`src/rtl/button_conditioner_pkg.sv`:
```
// button_conditioner_pkg
// Shared definitions for the button conditioner: the auto-repeat FSM state
// type, the default timing constants used as parameter defaults, and a small
// helper used to size the repeat timer.
package button_conditioner_pkg;

  // Auto-repeat FSM states: waiting for a press, counting the initial delay,
  // and emitting periodic repeat pulses.
  typedef enum logic [1:0] {
    IDLE,
    DELAY,
    REPEAT
  } repeat_state_t;

  localparam int DEFAULT_N_BTN           = 2;
  localparam int DEFAULT_DEBOUNCE_CYCLES = 50000;
  localparam int DEFAULT_REPEAT_DELAY    = 25000000;
  localparam int DEFAULT_REPEAT_PERIOD   = 5000000;

  function automatic int max_int(input int a, input int b);
    return (a > b) ? a : b;
  endfunction

endpackage

```
`src/rtl/button_conditioner_cell.sv`:
```
// debounce_cell
// One button channel: 2-flop synchronizer on the inverted raw input, a
// mismatch counter that accepts a level change after DEBOUNCE_CYCLES stable
// cycles, registered press/release pulses and, when the macro
// BUTTON_CONDITIONER_REPEAT_EN is defined, an auto-repeat FSM.
//
// Ports:
//   clk       - clock, all state on posedge
//   reset     - synchronous active-high reset
//   w_button  - raw asynchronous button, active-low
//   level     - debounced state, 1 = pressed
//   pressed   - one-cycle pulse on accepted press (plus repeat pulses)
//   released  - one-cycle pulse on accepted release
module debounce_cell
  import button_conditioner_pkg::*;
#(
  parameter int DEBOUNCE_CYCLES = DEFAULT_DEBOUNCE_CYCLES,
  parameter int REPEAT_DELAY    = DEFAULT_REPEAT_DELAY,
  parameter int REPEAT_PERIOD   = DEFAULT_REPEAT_PERIOD
) (
  input  logic clk,
  input  logic reset,
  input  logic w_button,
  output logic level,
  output logic pressed,
  output logic released
);

  localparam int CNT_W = $clog2(DEBOUNCE_CYCLES);
  localparam logic [CNT_W-1:0] CNT_LAST = CNT_W'(DEBOUNCE_CYCLES - 1);

  logic             sync_meta;
  logic             sync_btn;
  logic [CNT_W-1:0] count;
  logic             accept;

  // A change is accepted on the edge where the counter already holds
  // DEBOUNCE_CYCLES-1 and the input still disagrees with level, so the
  // counter tops out at DEBOUNCE_CYCLES-1 and never wraps.
  assign accept = (sync_btn != level) && (count == CNT_LAST);

  // Invert to active-high and bring the raw button into the clock domain.
  always_ff @(posedge clk) begin
    if (reset) begin
      sync_meta <= 1'b0;
      sync_btn  <= 1'b0;
    end else begin
      sync_meta <= ~w_button;
      sync_btn  <= sync_meta;
    end
  end

  // Count consecutive cycles of disagreement; any agreement restarts the
  // count, so glitches shorter than the window never reach level.
  always_ff @(posedge clk) begin
    if (reset) begin
      count <= '0;
      level <= 1'b0;
    end else if (sync_btn == level) begin
      count <= '0;
    end else if (accept) begin
      count <= '0;
      level <= ~level;
    end else begin
      count <= count + 1'b1;
    end
  end

`ifdef BUTTON_CONDITIONER_REPEAT_EN
  localparam int TMR_W = max_int($clog2(max_int(REPEAT_DELAY, REPEAT_PERIOD)), 1);

  repeat_state_t    state;
  logic [TMR_W-1:0] timer;

  // Pulse generation with auto-repeat. An accepted release always wins and
  // returns to IDLE, so a repeat that would land on the release edge is
  // suppressed. The timer restarts at every pulse.
  always_ff @(posedge clk) begin
    if (reset) begin
      state    <= IDLE;
      timer    <= '0;
      pressed  <= 1'b0;
      released <= 1'b0;
    end else begin
      pressed  <= 1'b0;
      released <= 1'b0;
      if (accept && level) begin
        released <= 1'b1;
        state    <= IDLE;
        timer    <= '0;
      end else if (accept) begin
        pressed <= 1'b1;
        state   <= DELAY;
        timer   <= '0;
      end else begin
        case (state)
          DELAY: begin
            if (timer == TMR_W'(REPEAT_DELAY - 1)) begin
              pressed <= 1'b1;
              state   <= REPEAT;
              timer   <= '0;
            end else begin
              timer <= timer + 1'b1;
            end
          end
          REPEAT: begin
            if (timer == TMR_W'(REPEAT_PERIOD - 1)) begin
              pressed <= 1'b1;
              timer   <= '0;
            end else begin
              timer <= timer + 1'b1;
            end
          end
          default: begin
            timer <= '0;
          end
        endcase
      end
    end
  end
`else
  // Plain edge pulses: registered alongside the level toggle so each pulse
  // lines up with the first cycle of the new level.
  always_ff @(posedge clk) begin
    if (reset) begin
      pressed  <= 1'b0;
      released <= 1'b0;
    end else begin
      pressed  <= accept && !level;
      released <= accept && level;
    end
  end
`endif

endmodule

```
`src/rtl/button_conditioner.sv`:
```
// button_conditioner
// Debounces N_BTN independent active-low buttons and produces a debounced
// level plus press/release pulses per channel. Defining the macro
// BUTTON_CONDITIONER_REPEAT_EN adds per-channel auto-repeat of the press
// pulse (first repeat after REPEAT_DELAY cycles, then every REPEAT_PERIOD).
//
// Ports:
//   clk       - clock, all state on posedge
//   reset     - synchronous active-high reset
//   w_button  - [N_BTN] raw asynchronous buttons, active-low
//   level     - [N_BTN] debounced state, 1 = pressed
//   pressed   - [N_BTN] one-cycle press pulses (plus repeat pulses)
//   released  - [N_BTN] one-cycle release pulses
module button_conditioner
  import button_conditioner_pkg::*;
#(
  parameter int N_BTN           = DEFAULT_N_BTN,
  parameter int DEBOUNCE_CYCLES = DEFAULT_DEBOUNCE_CYCLES,
  parameter int REPEAT_DELAY    = DEFAULT_REPEAT_DELAY,
  parameter int REPEAT_PERIOD   = DEFAULT_REPEAT_PERIOD
) (
  input  logic             clk,
  input  logic             reset,
  input  logic [N_BTN-1:0] w_button,
  output logic [N_BTN-1:0] level,
  output logic [N_BTN-1:0] pressed,
  output logic [N_BTN-1:0] released
);

  // Every channel is a self-contained cell; nothing is shared between them.
  for (genvar i = 0; i < N_BTN; i++) begin : g_chan
    debounce_cell #(
      .DEBOUNCE_CYCLES(DEBOUNCE_CYCLES),
      .REPEAT_DELAY   (REPEAT_DELAY),
      .REPEAT_PERIOD  (REPEAT_PERIOD)
    ) u_cell (
      .clk     (clk),
      .reset   (reset),
      .w_button(w_button[i]),
      .level   (level[i]),
      .pressed (pressed[i]),
      .released(released[i])
    );
  end

endmodule

```
`config.mk`:
```
export PLATFORM = sky130hd
export DESIGN_NAME = button_conditioner
export DESIGN_NICKNAME = d
export VERILOG_FILES = /design/src/rtl/button_conditioner_pkg.sv /design/src/rtl/button_conditioner_cell.sv /design/src/rtl/button_conditioner.sv
export SDC_FILE = /design/constraint.sdc
export NUM_CORES = 1
export LEC_CHECK = 0
export CAP_MARGIN = 20
export CORE_ASPECT_RATIO = 0.5
export CORE_MARGIN = 5
export CORE_UTILIZATION = 40
export CTS_BUF_LIST = sky130_fd_sc_hd__clkbuf_4
export DETAILED_ROUTE_END_ITERATION = 16
export GPL_ROUTABILITY_DRIVEN = 1
export PLACE_DENSITY = 0.68
export REMOVE_ABC_BUFFERS = 1
export SETUP_SLACK_MARGIN = 0.3
export SKIP_CTS_REPAIR_TIMING = 1
export SYNTH_ARGS = -nofsm -noshare
export SYNTH_HDL_FRONTEND = slang
export SYNTH_SLANG_ARGS = --single-unit
```
`constraint.sdc`:
```
create_clock -name clk -period 3.09 [get_ports clk]
set_clock_uncertainty 0.1 [all_clocks]
set_input_delay 0.618 -clock clk [delete_from_list [all_inputs] [get_ports clk]]
set_output_delay 0.618 -clock clk [all_outputs]
set_load 0.1 [all_outputs]
```
==> impl_metrics.toml, run 1 <==
[layout]
fin_nets = 208
final_cells = 259
layout-area-overhead-vs-synth_pct = 6.50
drive_above_1_share_pct = 8.91
fillers = 432
fin_area_um2 = 1930
diodes = 0

[place]
dpl_worst_slack_ns = 0.934
place_hpwl_um = 2100
place_area_um2 = 1880
gp_routability_congestion = 0.743
port_buffers = 9
dp.cells = 252

[floorplanning]
ios = 10
die_area_um2 = 6050
fp.dieW_um = 105
die_y_um = 57.6
coreArea_um2 = 4380
rows = 17
start_util_pct = 41.3

[clock_network]
insertion_delay_ns = 0.34
htree_levels = 2
cts_buffer_depth = 2
cts_tree = "done"
clkSinkCount = 42
clockRootBuffer = "clkbuf_4"
cts_buffers = 5
cts.reportedPaths.clkPinSlew_ns = 0.12

[power_and_ir_drop]
switchingPower_mw = 0.172
vdd_drop_max_v = 0.000111
p_clk_share_pct = 30.5
p_leak_nw = 0.597
pwr-share-seq_pct = 67.9
power.internal_mw = 0.632
p_sw_share_pct = 21.4
total_power_mw = 0.804
power_frac_comb_pct = 1.6
powerDensity_nw_per_um2 = 418

[detailed_routing]
vias = 1295
first_iter_violations = 41
wire_per_inst_um = 11.7
ant_nets = 0
vias_per_cell = 5.00
routed_wl_um = 3040
first_pass_iters = 4
drc = 0

[sta]
fin_tns_setup_ns = 0
hold_viol = 0
slew_violations = 0
finalSetupViolCount = 0
setup_slack_ns = 1.19
final.period_utilization_pct = 61.4
max_freq_ghz = 0.527
worst_pin_slew_ns = 0.456
slew_headroom_pct = 69.5
grt_setup_unrepaired = "false"
timing.final.crit_period_ns = 1.90

[synthesis]
synthArstFlopShare_pct = 0
synth.distinct_cells = 32
synth_common_cells = "dfxtp_1 (42), nor2_1 (38), xnor2_1 (21)"
yosysMostFrequentCell = "dfxtp_1"
syn_inst = 197
ys.flop_type = "dfxtp_1"
synth-seq-cells = 42
yosys-top-cells-area = "dfxtp_1 (46%), xnor2_1 (10%), nor2_1 (7.9%)"
yosysWarningCount = 0
syn_area_um2 = 1810
synth_top_area_share_pct = 46.5
syn_area_per_cell_um2 = 9.18
synth.largest_area_cell = "dfxtp_1"
synth-edff-count = 0
synth-seq-area-share_pct = 46.5

[global_route]
grt_antenna_before_repair = 0
grt_pass1_vias = 1194
grt_pass1_wl_um = 5260
grt_use_total_pct = 10.9
grt_max_degree = 16
overflow = 0

[job]
max-cap-violations = 0

[setup_path]
r2r-end = "g_chan[0].u_cell.count[3]$_SDFF_PP0_"
reg2reg_from = "g_chan[0].u_cell.count[0]$_SDFF_PP0_"
crit_fanout = 14
cp.arrival_ns = 2.01
worstPathRequired_ns = 3.21
worst-setup-path-type = "reg2reg"
worst_r2r_path_depth = 5
rrSetupSlack_ns = 1.19
end_kind = "flip-flop"
critPathLaunchType = "flip-flop"

[run_status]
status = "finished clean"

[min_path]
min_path_type = "reg2reg"
hold_depth = 1
hp-start = "g_chan[0].u_cell.sync_meta$_SDFF_PP0_"
holdPathEnd = "g_chan[0].u_cell.sync_btn$_SDFF_PP0_"
## worst max path at each step
stage / from / to / slack [ns]
3_5_place_dp: reset / g_chan[0].u_cell.count[3]$_SDFF_PP0_ / 0.93
2_1_floorplan: g_chan[0].u_cell.level$_SDFFE_PP0P_ / g_chan[0].u_cell.count[14]$_SDFF_PP0_ / 1.20
4_1_cts: g_chan[0].u_cell.count[0]$_SDFF_PP0_ / g_chan[0].u_cell.count[3]$_SDFF_PP0_ / 1.17
5_1_grt: g_chan[0].u_cell.count[0]$_SDFF_PP0_ / g_chan[0].u_cell.count[3]$_SDFF_PP0_ / 0.99
6_report: g_chan[0].u_cell.count[0]$_SDFF_PP0_ / g_chan[0].u_cell.count[3]$_SDFF_PP0_ / 1.19
3_3_place_gp: reset / g_chan[0].u_cell.count[12]$_SDFF_PP0_ / 0.99
## logic make-up (layout without fill, tap and decap cells)
group,Yosys count,after routing,share of synthesized area [%]
AOI/OAI and AO/OA,2,2,0.553
adders and majority gates,2,2,1.38
xor gates and xnor gates,29,29,14.0
muxes,2,2,1.11
buffers and inverters,15,20,5.05
and+or+nand+nor,105,105,31.4
DFF,42,42,46.5
## placed cells by master, fill, tap and decap left out, types with 2 or more instances in the layout
cell / synthesis / routed
and3_1: 4 / 4
nor2_1: 38 / 38
clkbuf_4: 0 / 5
clkdlybuf4s50_1: 0 / 3
buf_4: 6 / 6
xor2_1: 8 / 8
clkinv_2: 0 / 2
inv_1: 4 / 4
dfxtp_1: 42 / 42
nor4b_1: 3 / 3
nor3_1: 8 / 8
nand3_1: 14 / 14
ha_1: 2 / 2
nor2b_1: 3 / 3
nand4_1: 10 / 10
nor4_1: 6 / 6
xnor2_1: 21 / 21
nand2_1: 7 / 7
mux2i_1: 2 / 2
and4_1: 2 / 2
## power groups by stage
stage	Combinational [mW]	Clock (mW)	Sequential [mW]
2_1_floorplan	0.00604	0	0.558
3_3_place_gp	0.0129	0	0.558
3_5_place_dp	0.0132	0	0.559
4_1_cts	0.0133	0.263	0.546
5_1_grt	0.0145	0.286	0.547
6_report	0.0131	0.245	0.546
## area by class of cell
class | instances | area (um2) | area share, %
inverters | 4 | 15.0 | 0.779
multi-input cells | 140 | 877 | 45.5
clock buffers | 5 | 37.5 | 1.95
clock inverters | 2 | 10.0 | 0.519
repair buffers | 9 | 75.1 | 3.90
flip-flops and latches | 42 | 841 | 43.6
well taps | 57 | 71.3 | 3.70
## routing by layer
layer	up-vias	wire (um)	global-route usage (%)
met5	-	0	0
met4	0	57	5.65
met3	5	106	3.39
met2	18	1370	17.7
met1	597	1510	13.0
li1	675	-	-
## sequential cells by signal, summed over array words and instances (netlist names)
register / cells
g_chan.u_cell.count: 32
g_chan.u_cell.sync_btn: 2
g_chan.u_cell.level: 2
g_chan.u_cell.released: 2
g_chan.u_cell.sync_meta: 2
g_chan.u_cell.pressed: 2
## worst max-delay path, cell delays in order, from the launching register on
cell,delay [ns]
dfxtp_1,0.40
ha_1,0.22
and4_1,0.32
nand4_1,0.21
nand2_1,0.43
nor2_1,0.10
## through the flow
stage	hold slack, ns	utilization, %
after global routing	0.371	44.0
after floorplan	0.314	-
after global placement	0.317	42.9
after CTS	0.357	44.0
final	0.352	44.0
after detailed placement	0.328	42.9
Note: power is estimated with default switching activity, not from simulation.
==> run 2, diff against run 1 <==
Settings changed: PLACE_DENSITY 0.68 to 0.7.
Clock period 3.09 ns to 1.65 ns, I/O delays scaled along.
==> run 2 against run 1 <==
The flow now finishes with violations (negative setup slack). Clock power increased by 110%. Die area unchanged. Hold slack improved by 0.0025 ns. Highest routed layer unchanged. Final cell count increased by 14%. Wire length increased by 25%. Flip-flop and latch count unchanged. Critical path depth unchanged.
==> impl_metrics.toml, run 2 (synthesis results as in run 1) <==
[detailed_routing]
drc = 0
vias = 1489
vias_per_cell = 5.05
first_pass_iters = 4
ant_nets = 0
wire_per_inst_um = 12.8
routed_wl_um = 3790
first_iter_violations = 50

[layout]
fillers = 364
diodes = 0
layout-area-overhead-vs-synth_pct = 40.7
fin_nets = 243
drive_above_1_share_pct = 45.4
largest_register = "g_chan.u_cell.count"
fin_area_um2 = 2540
layout_common_cells = "buf_4 (30), nor2_1 (23), dfxtp_1 (22)"
final_common_cell = "buf_4"
largest_reg_flops = 32

[sta]
slew_violations = 0
hold_viol = 0
max_freq_ghz = 0.552
grt_setup_unrepaired = "true"
slew_headroom_pct = 65.9
final.period_utilization_pct = 110
hold_ws_ns = 0.355
finalSetupViolCount = 18
timing.final.crit_period_ns = 1.81
setup_slack_ns = -0.161
worst_pin_slew_ns = 0.509

[setup_path]
cp.arrival_ns = 1.96
critPathLaunchType = "flip-flop"
rrSetupSlack_ns = -0.16
worst-setup-path-type = "reg2reg"
worstPathRequired_ns = 1.80
crit_fanout = 7
end_kind = "flip-flop"

[power_and_ir_drop]
powerDensity_nw_per_um2 = 617
vdd_drop_max_v = 0.000279
p_leak_nw = 0.817

[floorplanning]
die_y_um = 57.6
die_area_um2 = 6050
start_util_pct = 41.3
rows = 17
fp.dieW_um = 105
ios = 10
coreArea_um2 = 4380

[global_route]
busiest_layer = "met2"
grt_antenna_before_repair = 0
overflow = 0
grt_pass1_wl_um = 5590
grt_max_degree = 16
grt.met3_usage_pct = 3.05
use_met2_pct = 19.1
grt_pass1_vias = 1335
grt.met1_usage_pct = 13.5
grt_use_total_pct = 11.1

[clock_network]
cts_buffer_depth = 2
cts_tree = "done"
htree_levels = 2
clkSinkCount = 42
clockRootBuffer = "clkbuf_4"
cts.reportedPaths.clkPinSlew_ns = 0.13
cts_buffers = 5
insertion_delay_ns = 0.35

[place]
place_hpwl_um = 2300
gp_routability_congestion = 0.772
dpl_worst_slack_ns = -0.132
place_area_um2 = 2100
port_buffers = 9

[min_path]
min_path_type = "reg2reg"

[run_status]
status = "finished, violations left"
violations = "negative setup slack"

[job]
max-cap-violations = 0
run 2: cell types whose count changed in the layout (fill, tap and decap cells not counted), moves of 4 or more:
cell	previous run	this run
buf_6	0	4
dfxtp_4	0	9
nor2_4	0	7
buf_12	0	6
nor2_1	38	23
buf_4	6	30
dfxtp_1	42	22
nor2_2	0	8
dfxtp_2	0	11
run 2: area by class of cell:
cell class | instances | area, um2 | area share, %
clock inverters | 3 | 23.8 | 0.934
clock buffers | 5 | 37.5 | 1.47
multi-input cells | 141 | 1090 | 42.8
inverters | 4 | 15.0 | 0.590
well taps | 57 | 71.3 | 2.80
flip-flops and latches | 42 | 888 | 34.9
repair buffers | 43 | 420 | 16.5
run 2: power by group:
group	internal, mW	switching (mW)
clock network	0.171	0.348
registers	1.01	0.00356
logic	0.0210	0.0225
run 2: critical path, cell delays in order, from the launching register on:
cell and delay, ns:
dfxtp_1 0.40, or4bb_4 0.50, nor4_4 0.33, buf_4 0.17, nand2b_4 0.16, nor2_1 0.05
run 2: routing by layer:
metal	share of wire [%]	vias up
li1	-	749
met1	42	698
met2	53	36
met3	3.9	6
met4	1.2	0
met5	0	-
run 2: metrics by stage:
stage / setup TNS [ns] / std cells / util, % / power, mW
3_3_place_gp: -1.32 / 272 / 48.0 / 1.08
4_1_cts: -2.27 / 280 / 49.4 / 1.59
2_1_floorplan: -5.82 / 186 / - / 1.06
3_5_place_dp: -1.90 / 272 / 48.0 / 1.08
5_1_grt: -3.08 / 295 / 58.1 / 1.65
6_report: -2.12 / 295 / 58.1 / 1.57
run 2: final timing paths:
path,end,start,cells past startpoint
setup / recovery,g_chan[1].u_cell.count[5]$_SDFF_PP0_,g_chan[1].u_cell.count[15]$_SDFF_PP0_,5
hold / removal,g_chan[1].u_cell.sync_btn$_SDFF_PP0_,g_chan[1].u_cell.sync_meta$_SDFF_PP0_,1
setup reg to reg,g_chan[1].u_cell.count[5]$_SDFF_PP0_,g_chan[1].u_cell.count[15]$_SDFF_PP0_,5
hold reg to reg,g_chan[1].u_cell.sync_btn$_SDFF_PP0_,g_chan[1].u_cell.sync_meta$_SDFF_PP0_,1
